`config.mk`:
```
export PLATFORM = sky130hd
export DESIGN_NAME = rob_commit_flat
export DESIGN_NICKNAME = d
export VERILOG_FILES = /design/src/rtl/rob_commit_pkg.sv /design/src/rtl/rob_commit_if.sv /design/src/rtl/rob_commit.sv /design/src/flat_wrapper.sv
export SDC_FILE = /design/constraint.sdc
export NUM_CORES = 1
export LEC_CHECK = 0
export CORE_ASPECT_RATIO = 1.75
export CORE_UTILIZATION = 38
export DETAILED_ROUTE_END_ITERATION = 10
export GPL_ROUTABILITY_DRIVEN = 0
export MAX_ROUTING_LAYER = met4
export PLACE_DENSITY = 0.83
export SYNTH_ARGS = -nofsm -noshare
export SYNTH_HDL_FRONTEND = slang
export SYNTH_SLANG_ARGS = --single-unit
```
`constraint.sdc`:
```
create_clock -name clk -period 2.15 [get_ports clk]
set_input_delay 0.3225 -clock clk [delete_from_list [all_inputs] [get_ports clk]]
set_output_delay 0.3225 -clock clk [all_outputs]
set_load 0.005 [all_outputs]
```
`src/rtl/rob_commit_pkg.sv`:
```
// Shared types for the commit stage: ROB/LSQ entries, control bits and the commit FSM states.
`ifndef ROB_SIZE
`define ROB_SIZE 8
`endif
`ifndef LSQ_SIZE
`define LSQ_SIZE 8
`endif

package rob_commit_pkg;

    typedef logic [31:0] MemoryWord;
    typedef logic [4:0]  Register;

    typedef enum logic [1:0] {
        MEM_BYTE,
        MEM_HALF,
        MEM_WORD
    } memory_type_t;

    typedef struct packed {
        logic         regwr;
        logic         memtoreg;
        logic         memwr;
        logic         ucjump;
        logic         cjump;
        logic         ecall;
        logic         unsupported;
        memory_type_t memory_type;
    } control_bits;

    typedef struct packed {
        logic        ready;
        control_bits ctrl_bits;
        Register     rd;
        MemoryWord   value;
    } rob_entry;

    typedef struct packed {
        MemoryWord address;
        MemoryWord data;
    } lsq_entry;

    typedef enum logic [1:0] {
        COMMIT,
        STORE_WAIT,
        HALTED
    } commit_state;

endpackage

```
`src/rtl/rob_commit_if.sv`:
```
// Store request channel between the commit stage and data memory.
interface rob_commit_if;
    import rob_commit_pkg::*;

    logic         store_req;
    MemoryWord    store_addr;
    MemoryWord    store_data;
    memory_type_t store_type;
    logic         mem_ack;

    modport master (
        output store_req,
        output store_addr,
        output store_data,
        output store_type,
        input  mem_ack
    );

    modport slave (
        input  store_req,
        input  store_addr,
        input  store_data,
        input  store_type,
        output mem_ack
    );

endinterface

```
`src/rtl/rob_commit.sv`:
```
// In-order retirement: retires at most one ROB head per cycle, performing its
// architectural register write, map-table clear, or memory store.
module rob_commit
    import rob_commit_pkg::*;
#(
    parameter int ROB_SIZE = `ROB_SIZE,
    parameter int LSQ_SIZE = `LSQ_SIZE
) (
    input  logic         clk,
    input  logic         reset,
    input  int           rob_count,
    input  rob_entry     head_entry,
    input  lsq_entry     lsq_head_entry,
    input  int           map_tag_rd,
    output int           rob_head,
    output logic         rob_decrement,
    output logic         lsq_decrement,
    output logic         reg_we,
    output Register      reg_addr,
    output MemoryWord    reg_data,
    output logic         map_clear,
    output Register      map_clear_reg,
    output logic         halt,
    output logic [31:0]  retired_count,
    rob_commit_if.master mem
);

    commit_state  state, next_state;
    control_bits  ctrl;
    logic         head_valid;
    logic         retire;
    logic         capture_store;
    logic         store_req;
    MemoryWord    store_addr, store_data;
    memory_type_t store_type;
    MemoryWord    held_addr, held_data;
    memory_type_t held_type;

    // Jump kind and LSQ depth do not change how an entry retires.
    logic unused_cfg;
    assign unused_cfg = ^{ctrl.ucjump, ctrl.cjump, LSQ_SIZE};

    function automatic int next_tag(input int tag);
        return (tag >= ROB_SIZE) ? 1 : tag + 1;
    endfunction

    assign ctrl       = head_entry.ctrl_bits;
    assign head_valid = (rob_count > 0) && (head_entry.ready || ctrl.memwr);

    // Outputs are gated by reset so they drop asynchronously, not just at the next edge.
    always_comb begin
        next_state    = state;
        retire        = 1'b0;
        capture_store = 1'b0;
        lsq_decrement = 1'b0;
        reg_we        = 1'b0;
        reg_addr      = '0;
        reg_data      = '0;
        map_clear     = 1'b0;
        map_clear_reg = '0;
        store_req     = 1'b0;
        store_addr    = '0;
        store_data    = '0;
        store_type    = MEM_BYTE;
        if (reset) begin
            case (state)
                COMMIT: begin
                    if (head_valid) begin
                        if (ctrl.unsupported) begin
                            retire = 1'b1;
                        end else if (ctrl.ecall) begin
                            retire     = 1'b1;
                            next_state = HALTED;
                        end else if (ctrl.memwr) begin
                            store_req  = 1'b1;
                            store_addr = lsq_head_entry.address;
                            store_data = lsq_head_entry.data;
                            store_type = ctrl.memory_type;
                            if (mem.mem_ack) begin
                                retire        = 1'b1;
                                lsq_decrement = 1'b1;
                            end else begin
                                capture_store = 1'b1;
                                next_state    = STORE_WAIT;
                            end
                        end else begin
                            retire        = 1'b1;
                            lsq_decrement = ctrl.memtoreg;
                            if (ctrl.regwr && head_entry.rd != '0) begin
                                reg_we   = 1'b1;
                                reg_addr = head_entry.rd;
                                reg_data = head_entry.value;
                                // A younger producer may already own this register's mapping.
                                if (map_tag_rd == rob_head) begin
                                    map_clear     = 1'b1;
                                    map_clear_reg = head_entry.rd;
                                end
                            end
                        end
                    end
                end
                STORE_WAIT: begin
                    store_req  = 1'b1;
                    store_addr = held_addr;
                    store_data = held_data;
                    store_type = held_type;
                    if (mem.mem_ack) begin
                        retire        = 1'b1;
                        lsq_decrement = 1'b1;
                        next_state    = COMMIT;
                    end
                end
                HALTED: begin
                end
                default: next_state = COMMIT;
            endcase
        end
    end

    // Store payload is latched so memory sees a stable request while it stalls.
    always_ff @(posedge clk or negedge reset) begin
        if (!reset) begin
            state         <= COMMIT;
            rob_head      <= 1;
            retired_count <= '0;
            held_addr     <= '0;
            held_data     <= '0;
            held_type     <= MEM_BYTE;
        end else begin
            state <= next_state;
            if (retire) begin
                rob_head      <= next_tag(rob_head);
                retired_count <= retired_count + 32'd1;
            end
            if (capture_store) begin
                held_addr <= lsq_head_entry.address;
                held_data <= lsq_head_entry.data;
                held_type <= ctrl.memory_type;
            end
        end
    end

    assign rob_decrement  = retire;
    assign halt           = (state == HALTED);
    assign mem.store_req  = store_req;
    assign mem.store_addr = store_addr;
    assign mem.store_data = store_data;
    assign mem.store_type = store_type;

endmodule

```
`src/flat_wrapper.sv`:
```
// flat-port wrapper written by rule: the top's interface ports become plain ports
module rob_commit_flat import rob_commit_pkg::*;
#(
    parameter int ROB_SIZE = `ROB_SIZE,
    parameter int LSQ_SIZE = `LSQ_SIZE
)
  (clk, reset, rob_count, head_entry, lsq_head_entry, map_tag_rd, rob_head, rob_decrement, lsq_decrement, reg_we, reg_addr, reg_data, map_clear, map_clear_reg, halt, retired_count, mem_store_req, mem_store_addr, mem_store_data, mem_store_type, mem_mem_ack);
  rob_commit_if mem_i ();
  input  logic clk;
  input  logic reset;
  input  int rob_count;
  input  rob_entry head_entry;
  input  lsq_entry lsq_head_entry;
  input  int map_tag_rd;
  output int rob_head;
  output logic rob_decrement;
  output logic lsq_decrement;
  output logic reg_we;
  output Register reg_addr;
  output MemoryWord reg_data;
  output logic map_clear;
  output Register map_clear_reg;
  output logic halt;
  output logic [31:0] retired_count;
  output wire logic [$bits(mem_i.store_req)-1:0] mem_store_req;
  output wire logic [$bits(mem_i.store_addr)-1:0] mem_store_addr;
  output wire logic [$bits(mem_i.store_data)-1:0] mem_store_data;
  output wire logic [$bits(mem_i.store_type)-1:0] mem_store_type;
  input wire logic [$bits(mem_i.mem_ack)-1:0] mem_mem_ack;
  assign mem_store_req = mem_i.store_req;
  assign mem_store_addr = mem_i.store_addr;
  assign mem_store_data = mem_i.store_data;
  assign mem_store_type = mem_i.store_type;
  assign mem_i.mem_ack = mem_mem_ack;
  rob_commit #(.ROB_SIZE(ROB_SIZE), .LSQ_SIZE(LSQ_SIZE)) u_core (.clk(clk), .reset(reset), .rob_count(rob_count), .head_entry(head_entry), .lsq_head_entry(lsq_head_entry), .map_tag_rd(map_tag_rd), .rob_head(rob_head), .rob_decrement(rob_decrement), .lsq_decrement(lsq_decrement), .reg_we(reg_we), .reg_addr(reg_addr), .reg_data(reg_data), .map_clear(map_clear), .map_clear_reg(map_clear_reg), .halt(halt), .retired_count(retired_count), .mem(mem_i));
endmodule
```
==> impl_metrics.tcl <==
set metrics [dict create \
    edff_count_synth 0 \
    cts-buffers-inserted 17 \
    cts_tree "built" \
    power_leakage_nw 6.87 \
    postSynthAreaPerCell_um2 10.4 \
    detailedRoute.firstPassIterationCount 5 \
    fin_hold_ws_ns 0.0540 \
    cp.required_ns 1.83 \
    final_hold_viol_count 0 \
    min_tclk_post_route_ns 2.79 \
    path_class "in -> out" \
    status "finished with violations" \
    fp.dieW_um 108 \
    net_count_after_synthesis 896 \
    number_of_flip_flops_and_latches_in_the_synthesized_netlist 132 \
    first_iter_violations 488 \
    violations "negative setup slack" \
    setup_violations 241 \
    cts.clk_slew.worst_paths_ns 0.06 \
    min_path_type "in -> async" \
    placedCellCount 1333 \
    netlist_area_um2 7440 \
    route.vias.total 8356 \
    worst_ep_arrival_time_ns 2.47 \
    max_slew_headroom_at_the_worst_pin 0.287 \
    wire_length_of_the_first_global_routing_pass_um 40900 \
    power-per-cell-area_nw_per_um2 562 \
    die-area_um2 20200 \
    area_delta_synth_final_pct 92.0 \
    dp_hpwl_um 19500 \
    clock_skew_ns 0.0120 \
    core-area_um2 19200 \
    via_count_of_the_first_global_routing_pass 7763 \
    ys.warnings.count 0 \
    cts_h_tree_depth 4 \
    place.port_buffers 353 \
    placement.setup.worst_slack_ns -1.12 \
    ios 356 \
    synth_largest_type_area_fraction 0.441 \
    timing_worst_slew_pin_value_ns 1.07 \
    rsz0062_at_grt "yes" \
    post_layout_utilization_of_the_core 0.744 \
    fmax_mhz 358 \
    wire_per_inst_um 23.6 \
    worst-path-max-fanout 8 \
    synth.yosys.seq_area_share 0.444 \
    cts_num_sinks 132 \
    fp.dieH_um 187 \
    ctsLongestPathBuffers 2 \
    worstSkewPairLatency_ns 0.42 \
    ys.flop_type "dfrtp_1" \
    detail_route.wirelength_um 34400 \
    synth.distinct_cells 51 \
    highest_ir_drop_seen_on_vdd_mv 0.492 \
    groute.usage.overall 0.273 \
    pin_count_of_the_biggest_net_entering_global_routing 78 \
    buffer_type_at_the_clock_tree_root "clkbuf_16" \
    drcViolationCount 0 \
    finalSetupTns_ns -74.91 \
    drive_above_1_share 0.448 \
    final_nets 1381 \
    initial_antenna_violation_count 0 \
    insertedDiodeCount 0 \
    num_rows 67 \
    synth_top_cells_by_area "dfrtp_1 44%, mux2_2 10%, a22o_1 7.8%" \
    yosys.cell_count.top_type "dfrtp_1" \
    tcrit_tclk_final 1.30 \
    synth_top_cells_by_count "131 x dfrtp_1, 66 x a22o_1, 66 x mux2_2, 47 x xnor2_1, 45 x and2_1" \
    post_synth_inst_count 715 \
    max_cap_viol_count 0 \
    final_cell_count_no_fill 1454 \
    synthDominantAreaCellType "dfrtp_1" \
    initial_core_util 0.387 \
    cp-start-kind "primary input" \
    route.detailed.vias_per_inst 5.75 \
    grt_overflow 0 \
    layout_setup_ws_ns -0.641 \
    fillers 1205 \
    asyncSetResetFlopFracSynth 1.00 \
    end_kind "primary output" \
    antenna_left 0 \
    finalMaxSlewViolations 0 \
]
==> registers in the layout (all words and copies together), names as in the netlist <==
register / flops
u_core.held_type: 2
u_core.rob_head: 32
u_core.held_addr: 32
u_core.state: 2
u_core.retired_count: 32
u_core.held_data: 32
==> per-layer routing <==
metal,vias to the layer above,global-route usage,share of wire
met5,-,-,0
met4,0,0.120,0.043
met3,101,0.0467,0.068
met2,468,0.482,0.54
met1,4162,0.294,0.35
li1,3625,-,-
==> stage by stage <==
stage | power (mW) | instance area, um^2
6_report | 8.03 | 14300
5_1_grt | 8.28 | 14300
4_1_cts | 7.53 | 12400
3_5_place_dp | 4.69 | 11800
3_3_place_gp | 4.63 | 11800
2_1_floorplan | 3.67 | 7440
==> where the power goes <==
group	switching, mW	internal (mW)
Combinational	0.919	1.18
Sequential	0.277	2.78
Clock	1.20	1.67
==> layout by cell type, fill, tap and decap left out, drive strengths merged, types with 7 or more instances in the layout <==
cell type / n
a21oi: 10
o31ai: 22
and3: 7
and2: 45
nor2: 23
nor3: 13
buf: 282
o21ai: 36
mux2: 66
clkbuf: 55
nor4: 27
a31oi: 8
inv: 12
clkdlybuf4s50: 201
a22o: 66
xor2: 16
nand4: 25
dfrtp: 131
xnor2: 47
nand2: 28
nand3: 34
==> worst max-delay path: stages <==
cell	delay (ns)
clkdlybuf4s50_1	0.42
or4_4	0.57
nor4_4	0.29
buf_4	0.16
buf_6	0.09
buf_6	0.12
buf_12	0.14
buf_6	0.09
a22o_1	0.14
buf_2	0.11
==> cells by family after synthesis <==
kind of cell	after synthesis	share of synthesized area
muxes	67	0.101
DFF	132	0.444
AOI/OAI and AO/OA	155	0.157
and+or+nand+nor	226	0.177
adders and majority gates	3	0.00505
xor gates and xnor gates	63	0.0742
buffers and inverters	69	0.0409
==> worst paths after layout <==
check / startpoint / end / slack, ns / cells past startpoint
worst max register to register: u_core.rob_head[3] / u_core.rob_head[22] / -0.27 / 8
worst min-delay path: reset / u_core.held_data[12] / 0.05 / 2
worst min register to register: u_core.retired_count[25] / u_core.retired_count[25] / 0.50 / 1
min in group clk: reset / u_core.state[1] / 0.23 / 3
max in group asynchronous: reset / u_core.rob_head[2] / 1.21 / 2
worst max-delay path: head_entry[39] / mem_store_data[18] / -0.64 / 10
==> final cells by class <==
type                            instances  area (um^2)  share of cell area
Timing Repair Buffer                  525         5150               0.361
Clock buffer                           19          453              0.0317
Multi-Input combinational cell        515         4900               0.344
Sequential cell                       132         3310               0.232
Inverter                                9         36.3             0.00254
Clock inverter                         13          124             0.00868
Tap cell                              241          302              0.0211
==> repair_timing <==
action | CTS | global route
resized for setup | 383 | 470
pin swaps | 39 | 94
setup buffers | 26 | 43
hold buffers | 1 | 0
setup endpoints to repair | 242 | 238
cloned | 4 | 20
hold endpoints to repair | 2 | 0
(Power assumes the default switching activity.)
